## config.mk

```make
export PLATFORM = sky130hd
export DESIGN_NAME = mac_acc_nch_flat
export DESIGN_NICKNAME = d
export VERILOG_FILES = /design/src/rtl/mac_acc_nch_if.sv /design/src/rtl/mac_acc_nch.sv /design/src/flat_wrapper.sv
export SDC_FILE = /design/constraint.sdc
export NUM_CORES = 2
export LEC_CHECK = 0
export BUFFER_PORTS_ARGS = -buffer_cell sky130_fd_sc_hd__clkbuf_2
export CORE_MARGIN = 3
export CORE_UTILIZATION = 40
export CTS_CLUSTER_DIAMETER = 30
export DETAILED_ROUTE_END_ITERATION = 16
export GPL_TIMING_DRIVEN = 0
export PLACE_DENSITY = 0.58
export SYNTH_ARGS = -nofsm -noshare
export SYNTH_HDL_FRONTEND = slang
export SYNTH_SLANG_ARGS = --single-unit
```

## constraint.sdc

```tcl
create_clock -name MAC_ACC_CLK -period 16 [get_ports MAC_ACC_CLK]
set_clock_uncertainty 0.05 [all_clocks]
set_input_delay 0 -clock MAC_ACC_CLK [delete_from_list [all_inputs] [get_ports MAC_ACC_CLK]]
set_output_delay 0 -clock MAC_ACC_CLK [all_outputs]
set_load 0.02 [all_outputs]
```

## src/rtl/mac_acc_nch_if.sv

```systemverilog
// mac_acc_nch_if: operation/result bundle between a MAC client (master) and mac_acc_nch (slave)
interface mac_acc_nch_if #(
  parameter int DATA_WIDTH = 16,
  parameter int NUM_CH = 4,
  parameter int CH_W = $clog2(NUM_CH)
);
  logic MAC_CLK_EN;
  logic MAC_IN_VALID;
  logic [CH_W-1:0] MAC_CH;
  logic [DATA_WIDTH-1:0] MAC_OPER_DATA;
  logic [DATA_WIDTH-1:0] MAC_COEF_DATA;
  logic MAC_TC;
  logic MAC_ACC_CLEAR;
  logic MAC_ACC_RND;
  logic [5:0] MAC_OUT_SEL;
  logic MAC_ACC_SAT;
  logic MAC_OUT_VALID;
  logic [CH_W-1:0] MAC_OUT_CH;
  logic [DATA_WIDTH-1:0] MAC_OUT;
  logic MAC_SAT_FLAG;
  logic [NUM_CH-1:0] MAC_SAT_STICKY;
  modport master (
    output MAC_CLK_EN, MAC_IN_VALID, MAC_CH, MAC_OPER_DATA, MAC_COEF_DATA, MAC_TC,
           MAC_ACC_CLEAR, MAC_ACC_RND, MAC_OUT_SEL, MAC_ACC_SAT,
    input  MAC_OUT_VALID, MAC_OUT_CH, MAC_OUT, MAC_SAT_FLAG, MAC_SAT_STICKY
  );
  modport slave (
    input  MAC_CLK_EN, MAC_IN_VALID, MAC_CH, MAC_OPER_DATA, MAC_COEF_DATA, MAC_TC,
           MAC_ACC_CLEAR, MAC_ACC_RND, MAC_OUT_SEL, MAC_ACC_SAT,
    output MAC_OUT_VALID, MAC_OUT_CH, MAC_OUT, MAC_SAT_FLAG, MAC_SAT_STICKY
  );
endinterface

```

## src/rtl/mac_acc_nch.sv

```systemverilog
// mac_acc_nch: NUM_CH-channel pipelined MAC (P1 capture, P2 accumulate, P3 shift/round/saturate); define QL_MAC_SAT_STICKY_EN for per-channel sticky saturation flops
module mac_acc_nch #(
  parameter int DATA_WIDTH = 16,
  parameter int GUARD_BITS = DATA_WIDTH / 4,
  parameter int NUM_CH = 4
) (
  input logic MAC_ACC_CLK,
  input logic acc_ff_rst,
  mac_acc_nch_if.slave bus
);
  localparam int ACC_WIDTH = 2 * (DATA_WIDTH + GUARD_BITS);
  localparam int CH_W = $clog2(NUM_CH);
  localparam int EXT_W = DATA_WIDTH + GUARD_BITS;
  localparam int S_MAX = ACC_WIDTH - DATA_WIDTH;
  logic p1_v, p1_tc, p1_clr, p1_rnd, p1_sat;
  logic [CH_W-1:0] p1_ch;
  logic [EXT_W-1:0] p1_a, p1_b;
  logic [5:0] p1_s;
  logic p2_v, p2_tc, p2_sat;
  logic [CH_W-1:0] p2_ch;
  logic [5:0] p2_s;
  logic [ACC_WIDTH-1:0] p2_val;
  logic [ACC_WIDTH-1:0] acc [NUM_CH];
  logic [ACC_WIDTH-1:0] rnd_c, base, sum, hi_t, hi_u;
  logic signed [ACC_WIDTH-1:0] prod;
  logic [7:0] s_t;
  logic sat_det, sat_hit;
  logic [DATA_WIDTH-1:0] res;
  // accumulate onto the selected base, then window/range-check the value leaving P2
  always_comb begin
    rnd_c = (p1_s != 6'd0) ? {{(ACC_WIDTH-1){1'b0}}, 1'b1} << (p1_s - 6'd1) : '0;
    base = p1_clr ? '0 : p1_rnd ? rnd_c : acc[p1_ch];
    prod = $signed(p1_a) * $signed(p1_b);
    sum = base + prod;
    s_t = {2'b0, p2_s} + 8'(DATA_WIDTH - 1);
    hi_t = $signed(p2_val) >>> s_t;
    hi_u = p2_val >> (s_t + 8'd1);
    sat_det = (p2_s != 6'(S_MAX)) && (p2_tc ? !(&hi_t || ~|hi_t) : |hi_u);
    sat_hit = p2_sat && sat_det;
    res = sat_hit ? (p2_tc ? {p2_val[ACC_WIDTH-1], {(DATA_WIDTH-1){~p2_val[ACC_WIDTH-1]}}} : '1)
                  : DATA_WIDTH'(p2_val >> p2_s);
  end
  // three-stage pipeline; every stage advances only on MAC_CLK_EN, out-of-range shifts fold to 0 at capture
  always_ff @(posedge MAC_ACC_CLK or posedge acc_ff_rst)
    if (acc_ff_rst) begin
      p1_v <= 1'b0; p1_tc <= 1'b0; p1_clr <= 1'b0; p1_rnd <= 1'b0; p1_sat <= 1'b0;
      p1_ch <= '0; p1_a <= '0; p1_b <= '0; p1_s <= '0;
      p2_v <= 1'b0; p2_tc <= 1'b0; p2_sat <= 1'b0; p2_ch <= '0; p2_s <= '0; p2_val <= '0;
      for (int i = 0; i < NUM_CH; i++) acc[i] <= '0;
      bus.MAC_OUT_VALID <= 1'b0; bus.MAC_OUT_CH <= '0; bus.MAC_OUT <= '0; bus.MAC_SAT_FLAG <= 1'b0;
    end else if (bus.MAC_CLK_EN) begin
      p1_v <= bus.MAC_IN_VALID;
      if (bus.MAC_IN_VALID) begin
        p1_a <= {{GUARD_BITS{bus.MAC_TC & bus.MAC_OPER_DATA[DATA_WIDTH-1]}}, bus.MAC_OPER_DATA};
        p1_b <= {{GUARD_BITS{bus.MAC_TC & bus.MAC_COEF_DATA[DATA_WIDTH-1]}}, bus.MAC_COEF_DATA};
        p1_ch <= bus.MAC_CH; p1_tc <= bus.MAC_TC; p1_clr <= bus.MAC_ACC_CLEAR;
        p1_rnd <= bus.MAC_ACC_RND; p1_sat <= bus.MAC_ACC_SAT;
        p1_s <= (bus.MAC_OUT_SEL > 6'(S_MAX)) ? 6'd0 : bus.MAC_OUT_SEL;
      end
      p2_v <= p1_v;
      if (p1_v) begin
        acc[p1_ch] <= sum; p2_val <= sum;
        p2_ch <= p1_ch; p2_tc <= p1_tc; p2_s <= p1_s; p2_sat <= p1_sat;
      end
      bus.MAC_OUT_VALID <= p2_v;
      if (p2_v) begin
        bus.MAC_OUT <= res; bus.MAC_OUT_CH <= p2_ch; bus.MAC_SAT_FLAG <= sat_hit;
      end
    end else
      bus.MAC_OUT_VALID <= 1'b0;
`ifdef QL_MAC_SAT_STICKY_EN
  logic [NUM_CH-1:0] sticky, set_m, clr_m;
  assign set_m = (p2_v && sat_hit) ? {{(NUM_CH-1){1'b0}}, 1'b1} << p2_ch : '0;
  assign clr_m = (p1_v && p1_clr) ? {{(NUM_CH-1){1'b0}}, 1'b1} << p1_ch : '0;
  // sticky set by a saturating result, cleared by a CLEAR entering the accumulator; clear wins on a tie
  always_ff @(posedge MAC_ACC_CLK or posedge acc_ff_rst)
    if (acc_ff_rst) sticky <= '0;
    else if (bus.MAC_CLK_EN) sticky <= (sticky | set_m) & ~clr_m;
  assign bus.MAC_SAT_STICKY = sticky;
`else
  assign bus.MAC_SAT_STICKY = '0;
`endif
endmodule
```

## src/flat_wrapper.sv

```systemverilog
// flat-port wrapper written by rule: the top's interface ports become plain ports
module mac_acc_nch_flat 
#(
  parameter int DATA_WIDTH = 16,
  parameter int GUARD_BITS = DATA_WIDTH / 4,
  parameter int NUM_CH = 4
)
  (MAC_ACC_CLK, acc_ff_rst, bus_MAC_CLK_EN, bus_MAC_IN_VALID, bus_MAC_CH, bus_MAC_OPER_DATA, bus_MAC_COEF_DATA, bus_MAC_TC, bus_MAC_ACC_CLEAR, bus_MAC_ACC_RND, bus_MAC_OUT_SEL, bus_MAC_ACC_SAT, bus_MAC_OUT_VALID, bus_MAC_OUT_CH, bus_MAC_OUT, bus_MAC_SAT_FLAG, bus_MAC_SAT_STICKY);
  mac_acc_nch_if #(.DATA_WIDTH(DATA_WIDTH), .NUM_CH(NUM_CH)) bus_i ();
  input logic MAC_ACC_CLK;
  input logic acc_ff_rst;
  input wire logic [$bits(bus_i.MAC_CLK_EN)-1:0] bus_MAC_CLK_EN;
  input wire logic [$bits(bus_i.MAC_IN_VALID)-1:0] bus_MAC_IN_VALID;
  input wire logic [$bits(bus_i.MAC_CH)-1:0] bus_MAC_CH;
  input wire logic [$bits(bus_i.MAC_OPER_DATA)-1:0] bus_MAC_OPER_DATA;
  input wire logic [$bits(bus_i.MAC_COEF_DATA)-1:0] bus_MAC_COEF_DATA;
  input wire logic [$bits(bus_i.MAC_TC)-1:0] bus_MAC_TC;
  input wire logic [$bits(bus_i.MAC_ACC_CLEAR)-1:0] bus_MAC_ACC_CLEAR;
  input wire logic [$bits(bus_i.MAC_ACC_RND)-1:0] bus_MAC_ACC_RND;
  input wire logic [$bits(bus_i.MAC_OUT_SEL)-1:0] bus_MAC_OUT_SEL;
  input wire logic [$bits(bus_i.MAC_ACC_SAT)-1:0] bus_MAC_ACC_SAT;
  output wire logic [$bits(bus_i.MAC_OUT_VALID)-1:0] bus_MAC_OUT_VALID;
  output wire logic [$bits(bus_i.MAC_OUT_CH)-1:0] bus_MAC_OUT_CH;
  output wire logic [$bits(bus_i.MAC_OUT)-1:0] bus_MAC_OUT;
  output wire logic [$bits(bus_i.MAC_SAT_FLAG)-1:0] bus_MAC_SAT_FLAG;
  output wire logic [$bits(bus_i.MAC_SAT_STICKY)-1:0] bus_MAC_SAT_STICKY;
  assign bus_i.MAC_CLK_EN = bus_MAC_CLK_EN;
  assign bus_i.MAC_IN_VALID = bus_MAC_IN_VALID;
  assign bus_i.MAC_CH = bus_MAC_CH;
  assign bus_i.MAC_OPER_DATA = bus_MAC_OPER_DATA;
  assign bus_i.MAC_COEF_DATA = bus_MAC_COEF_DATA;
  assign bus_i.MAC_TC = bus_MAC_TC;
  assign bus_i.MAC_ACC_CLEAR = bus_MAC_ACC_CLEAR;
  assign bus_i.MAC_ACC_RND = bus_MAC_ACC_RND;
  assign bus_i.MAC_OUT_SEL = bus_MAC_OUT_SEL;
  assign bus_i.MAC_ACC_SAT = bus_MAC_ACC_SAT;
  assign bus_MAC_OUT_VALID = bus_i.MAC_OUT_VALID;
  assign bus_MAC_OUT_CH = bus_i.MAC_OUT_CH;
  assign bus_MAC_OUT = bus_i.MAC_OUT;
  assign bus_MAC_SAT_FLAG = bus_i.MAC_SAT_FLAG;
  assign bus_MAC_SAT_STICKY = bus_i.MAC_SAT_STICKY;
  mac_acc_nch #(.DATA_WIDTH(DATA_WIDTH), .GUARD_BITS(GUARD_BITS), .NUM_CH(NUM_CH)) u_core (.MAC_ACC_CLK(MAC_ACC_CLK), .acc_ff_rst(acc_ff_rst), .bus(bus_i));
endmodule
```

### After elaboration in Yosys (flattened, before gate mapping)

Cells that the tools add are included.

* add/subtract/negate cells: 4
* $mul: 1
* div/mod/pow operators: 0
* order comparisons: 3
* eq/ne operators: 1
* shift-type cells: 4
* multiplexer cells: 14
* bitwise logic cells: 4
* reductions and logical operators: 13

Operators by type and width (count)
* $mux 40: 6
* $bwmux 160: 1
* $bmux 40 s2: 1
* $demux 40 s2: 1
* $reduce_or 40->1: 2
* $add 40x40->40: 1
* $reduce_and 40->1: 1
* $shl 1x6->40 const A: 1
* $shr 40x6->16: 1
* $shr 40x8->40: 1
* $sshr 40x8->40: 1
* $mul 17x17->34: 1
* $mux 16: 2
* $add 8x1->8 const B: 1
* $add 6x4->7 const B: 1
* $gt 6x5->1 const B: 1
* $mux 6: 1
* $ne 6x5->1 const B: 1
* $reduce_and 2->1: 3
* $reduce_bool 6->1: 1
* $sub 6x1->6 const B: 1
* $ge 3x3->1 const B: 1
* $logic_and 1x1->1: 3
* $lt 3x1->1 const B: 1
* 6 further kinds: 9

* flip-flop bits (word level): 278
* latch bits: 0
* bits in writable memories: 0
* ROM bits: 0
* input port bits: 48
* output and inout bits: 24
* word-level logic and storage cells: 67
* memories kept: 0

### Longest topological paths before layout

* word-level depth: 10
* depth in mapped cells: 37
* depth with buffers taken out: 34

### Least setup slack after synthesis

Ideal clock, no wire load.

* path type: reg-to-reg
* start: register u_core.p1_b[2]
* end: register u_core.acc[117] in the netlist's numbering
* library setup time: 0.139 ns
* arrival time: 7.712 ns
* required time: 15.811 ns
* setup slack: 8.099 ns
* cell stages (with the launch flop): 35
* path buffers: 2
* period minus slack after synthesis: 7.901 ns
* cell sequence: dfrtp_1 -> clkbuf_1 -> nand2_1 -> fa_1 -> fa_1 -> fa_1 -> inv_1 -> fa_1 -> fa_1 -> inv_1 -> fa_1 -> inv_1 -> ha_1 -> a21o_1 -> a21oi_1 -> nor3b_1 -> o211ai_1 -> nand2_1 -> o31ai_1 -> a41o_1 -> o41a_1 -> a21bo_2 -> a21oi_1 -> xnor2_1 -> ha_1 -> clkbuf_1 -> o21a_1 -> o21ai_0 -> nand2b_1 -> a21oi_1 -> inv_1 -> o2111ai_1 -> a21oi_1 -> nor3_1 -> o31ai_1

* word-level cells in the longest chain between the ends: 3

RTL lines
* from (decl): RTL line mac_acc_nch.sv:17 `logic [EXT_W-1:0] p1_a, p1_b;`
* from (signal assigned): RTL line mac_acc_nch.sv:55 `p1_b <= {{GUARD_BITS{bus.MAC_TC & bus.MAC_COEF_DATA[DATA_WIDTH-1]}}, bus.MAC_COEF_DATA};`
* $mul 17x17->34: RTL line mac_acc_nch.sv:33 `prod = $signed(p1_a) * $signed(p1_b);`
* $add 40x40->40: RTL line mac_acc_nch.sv:34 `sum = base + prod;`
* $bwmux 160: RTL line mac_acc_nch.sv:62 `acc[p1_ch] <= sum; p2_val <= sum;`
* to (signal, indexed assignment): RTL line mac_acc_nch.sv:62
* to (decl): RTL line mac_acc_nch.sv:23 `logic [ACC_WIDTH-1:0] acc [NUM_CH];`

Every way passes these cells.
A chain may end at the register's enable or synchronous reset.

### Worst setup path in the final report

* start: register u_core.p1_a[7]
* end: register u_core.acc[35] in the netlist's numbering

* word-level cells in the longest chain between the ends: 3

RTL lines
* from (decl): RTL line mac_acc_nch.sv:17
* from (signal assigned): RTL line mac_acc_nch.sv:54 `p1_a <= {{GUARD_BITS{bus.MAC_TC & bus.MAC_OPER_DATA[DATA_WIDTH-1]}}, bus.MAC_OPER_DATA};`
* $mul 17x17->34: RTL line mac_acc_nch.sv:33
* $add 40x40->40: RTL line mac_acc_nch.sv:34
* $bwmux 160: RTL line mac_acc_nch.sv:62

Every way passes these cells.

==> results.py <==
metrics = {
    "global_route": {
        "grt-ovfl-total": 0,
        "grt_start_max_net_pins": 103,
        "grt_pass1_vias": 27412,
        "grt_antenna_before_repair": 7,
        "grt.total_usage_pct": 27.86,
        "grt_pass1_wl_um": 172100,
    },
    "route": {
        "viasPerCell": 5.781,
        "wire_per_inst_um": 23.67,
        "via_count": 27378,
        "postRouteAntennaNets": 0,
        "first_pass_iters": 8,
        "drt_iter0_drc": 2760,
        "drt-total-wl_um": 112100,
        "drc": 0,
    },
    "critical_path": {
        "startpoint_type": "flop",
        "crit_required_ns": 16.44,
        "rr_startpoint": "u_core.p1_a[7]",
        "arrival_ns": 10.42,
        "worst_r2r_endpoint": "u_core.acc[35]",
        "crit_fanout": 10,
        "slowest_delay_ns": 0.91,
        "cp_slowest_cell": "a2111oi_1",
        "ff2ff_setup_slack_ns": 6.02,
        "crit_path_end": "u_core.acc[35]",
        "rr_worst_depth": 31,
        "crit_path_start": "u_core.p1_a[7]",
        "critPathKind": "reg -> reg",
        "worst_setup_path_end_kind": "flop",
    },
    "die": {
        "fp-row-count": 100,
        "dieArea_sq_mm": 0.08016,
        "core_area_sq_mm": 0.07520,
        "initial_core_util_pct": 40.85,
        "ioPinCount": 72,
        "die_w_um": 283.1,
        "die_h_um": 283.1,
    },
    "synth": {
        "syn_inst": 3463,
        "synth_top_area_cell": "dfrtp_1",
        "syn_area_per_cell_sq_um": 8.870,
        "synth_top_area_share_pct": 22.65,
        "ys_seq_elements": 278,
        "async_reset_ff_share_pct": 100.0,
        "synth_ff_type": "dfrtp_1",
        "synthTopCellsByArea": "dfrtp_1 (23%), fa_1 (19%), nand2_1 (7.4%), mux4_2 (7.3%), ha_1 (5.1%)",
        "yosysUniqueCellTypes": 86,
        "yosysSeqAreaShare_pct": 22.65,
        "synth-edff-count": 0,
        "syn-cell-area_sq_mm": 0.03072,
        "synth_warnings": 0,
    },
    "sta": {
        "min_period_ns": 9.985,
        "max_slew_margin_pct": 3.140,
        "finalMaxSlewViolations": 0,
        "clock.fmax_ghz": 0.1002,
        "fin_crit_sh_pct": 62.40,
        "worst_slew_pin_slew_ns": 1.442,
        "hold_slack_ns": -0.0004101,
        "setup_viol": 0,
        "hold_violations": 1,
        "fin_tns_setup_ns": 0,
        "rsz0062_at_grt": "no",
    },
    "layout": {
        "syn_to_final_growth_pct": 15.67,
        "final_cell_mix": "nand2_1 (603), inv_1 (330), fa_1 (297)",
        "drive_above_1_share_pct": 10.79,
        "final_common_cell": "nand2_1",
        "layout.nets": 4127,
        "nFillCells": 7336,
        "utilization_pct": 47.25,
    },
    "cts": {
        "clk_pin_slew_worst_paths_ns": 0.05,
        "clock_path_buffers": 3,
        "root_buffer": "clkbuf_16",
        "cts_tree": "built",
        "clkSinkCount": 278,
        "numCtsBuffers": 71,
        "htreeDepth": 3,
        "clk_latency_ns": 0.64,
    },
    "min_path": {
        "hp-class": "in -> async",
    },
    "placement": {
        "hpwlAfterDp_um": 86920,
        "place_congestion": 0.9960,
        "port_buffers": 66,
    },
    "flow_run": {
        "drv_cap": 0,
    },
    "status": {
        "status": "finished, violations left",
        "violations": "hold timing",
    },
}
[cell usage after synthesis (7+ instances only)]
cell type / instances
nand4_1: 13
buf_4: 7
o21ai_0: 274
o21bai_1: 13
clkbuf_1: 181
a32oi_1: 9
nor2_1: 175
nor2b_1: 24
fa_1: 297
a21o_1: 38
xnor2_1: 53
nor3_1: 49
and3_1: 15
mux2_2: 50
buf_2: 26
mux2i_1: 78
a21oi_1: 161
o22ai_1: 15
inv_1: 331
a211o_1: 7
a31oi_1: 20
nand3_1: 46
dfrtp_1: 278
nand2_1: 603
xor2_1: 31
a22oi_1: 31
nor3b_1: 13
and2_1: 154
o211ai_1: 11
a221oi_1: 10
nand2b_1: 28
a221o_1: 10
ha_1: 125
mux4_2: 99
o31ai_1: 9
buf_1: 28
or3_1: 19
a211oi_1: 24
[state kept, by name, summed over array words and instances, names as in the netlist]
name                      flops
u_core.acc                  160
u_core.p1_tc                  1
u_core.p2_val                40
u_core.bus.MAC_SAT_FLAG       1
u_core.p1_rnd                 1
u_core.p2_v                   1
u_core.p1_sat                 1
u_core.p1_clr                 1
u_core.bus.MAC_OUT_VALID      1
u_core.p1_ch                  2
u_core.p1_a                  17
u_core.bus.MAC_OUT           16
u_core.p2_ch                  2
u_core.p2_s                   6
u_core.p1_b                  17
u_core.p1_v                   1
u_core.bus.MAC_OUT_CH         2
u_core.p1_s                   6
u_core.p2_tc                  1
u_core.p2_sat                 1
[logic make-up (layout without fill, tap and decap cells)]
logic type               count (synthesis)  after routing  share of synthesized area [%]
AO/OA/AOI/OAI                          702            702                          14.19
XOR/XNOR                                84             84                          2.395
adder cells (fa/ha/maj)                422            422                          24.45
buffers and inverters                  583            832                          7.462
flip-flops                             278            278                          22.65
multiplexers                           227            227                          11.63
other                                    1              5                        0.01221
AND/OR/NAND/NOR                       1166           1166                          17.22
[worst max-delay path, delay by kind of cell, from the launching register on]
family | cells | cell delay [ns]
AOI/OAI and AO/OA | 11 | 3.60
xor gates and xnor gates | 2 | 0.77
adders and majority gates | 8 | 3.26
buffers and inverters | 4 | 0.68
DFF | 1 | 0.69
and+or+nand+nor | 6 | 0.80
[metal layers]
| metal | share of wire [%] | global-route usage, % | up-vias |
|---|---|---|---|
| met5 | 0.021 | 0 | - |
| li1 | - | - | 12104 |
| met1 | 43 | 38.92 | 13750 |
| met3 | 8.2 | 5.048 | 272 |
| met4 | 4.9 | 12.09 | 4 |
| met2 | 44 | 42.51 | 1248 |
[metrics by stage]
| step | hold WS (ns) | setup WS [ns] | std cells | area, sq um |
|---|---|---|---|---|
| 2_1_floorplan | 0.05544 | 8.099 | 3466 | 30730 |
| 3_5_place_dp | 0.1410 | 6.016 | 4554 | 32400 |
| 3_3_place_gp | 0.1461 | 4.565 | 4552 | 32340 |
| 6_report | -0.0004101 | 6.015 | 4736 | 35530 |
| 4_1_cts | 0.02434 | 6.015 | 4735 | 35530 |
| 5_1_grt | 0.07185 | 5.410 | 4735 | 35530 |
[worst min path at each step]
stage / start / to / depth (start not counted)
finish: acc_ff_rst / u_core.acc[72] / 3
global route: acc_ff_rst / u_core.acc[72] / 3
CTS: acc_ff_rst / u_core.acc[72] / 3
detailed placement: acc_ff_rst / u_core.acc[72] / 2
global placement: bus_MAC_OPER_DATA[10] / u_core.p1_a[10] / 3
floorplan: bus_MAC_OPER_DATA[0] / u_core.p1_a[0] / 2
[repair_timing]
action                                 CTS  global route
setup endpoints to repair                0             0
endpoints found under the hold margin  149             0
hold buffers                            50             0
gates resized for setup                  0             0
buffers inserted                         0             0
[area by class of cell]
| type | count | area (sq um) | area share [%] |
|---|---|---|---|
| multi-input combinational | 2605 | 21480 | 60.46 |
| sequential | 278 | 6957 | 19.58 |
| clock buffer | 89 | 1974 | 5.557 |
| tap | 1020 | 1276 | 3.592 |
| inverter | 335 | 1265 | 3.560 |
| buffer | 248 | 1035 | 2.912 |
| timing repair buffer | 118 | 885.9 | 2.493 |
| clock inverter | 42 | 655.6 | 1.845 |
| antenna | 1 | 2.502 | 0.007043 |
Power is left out: the tool's default activity adds up to more than one toggle a clock period on the data nets, which glitch-free logic cannot reach.
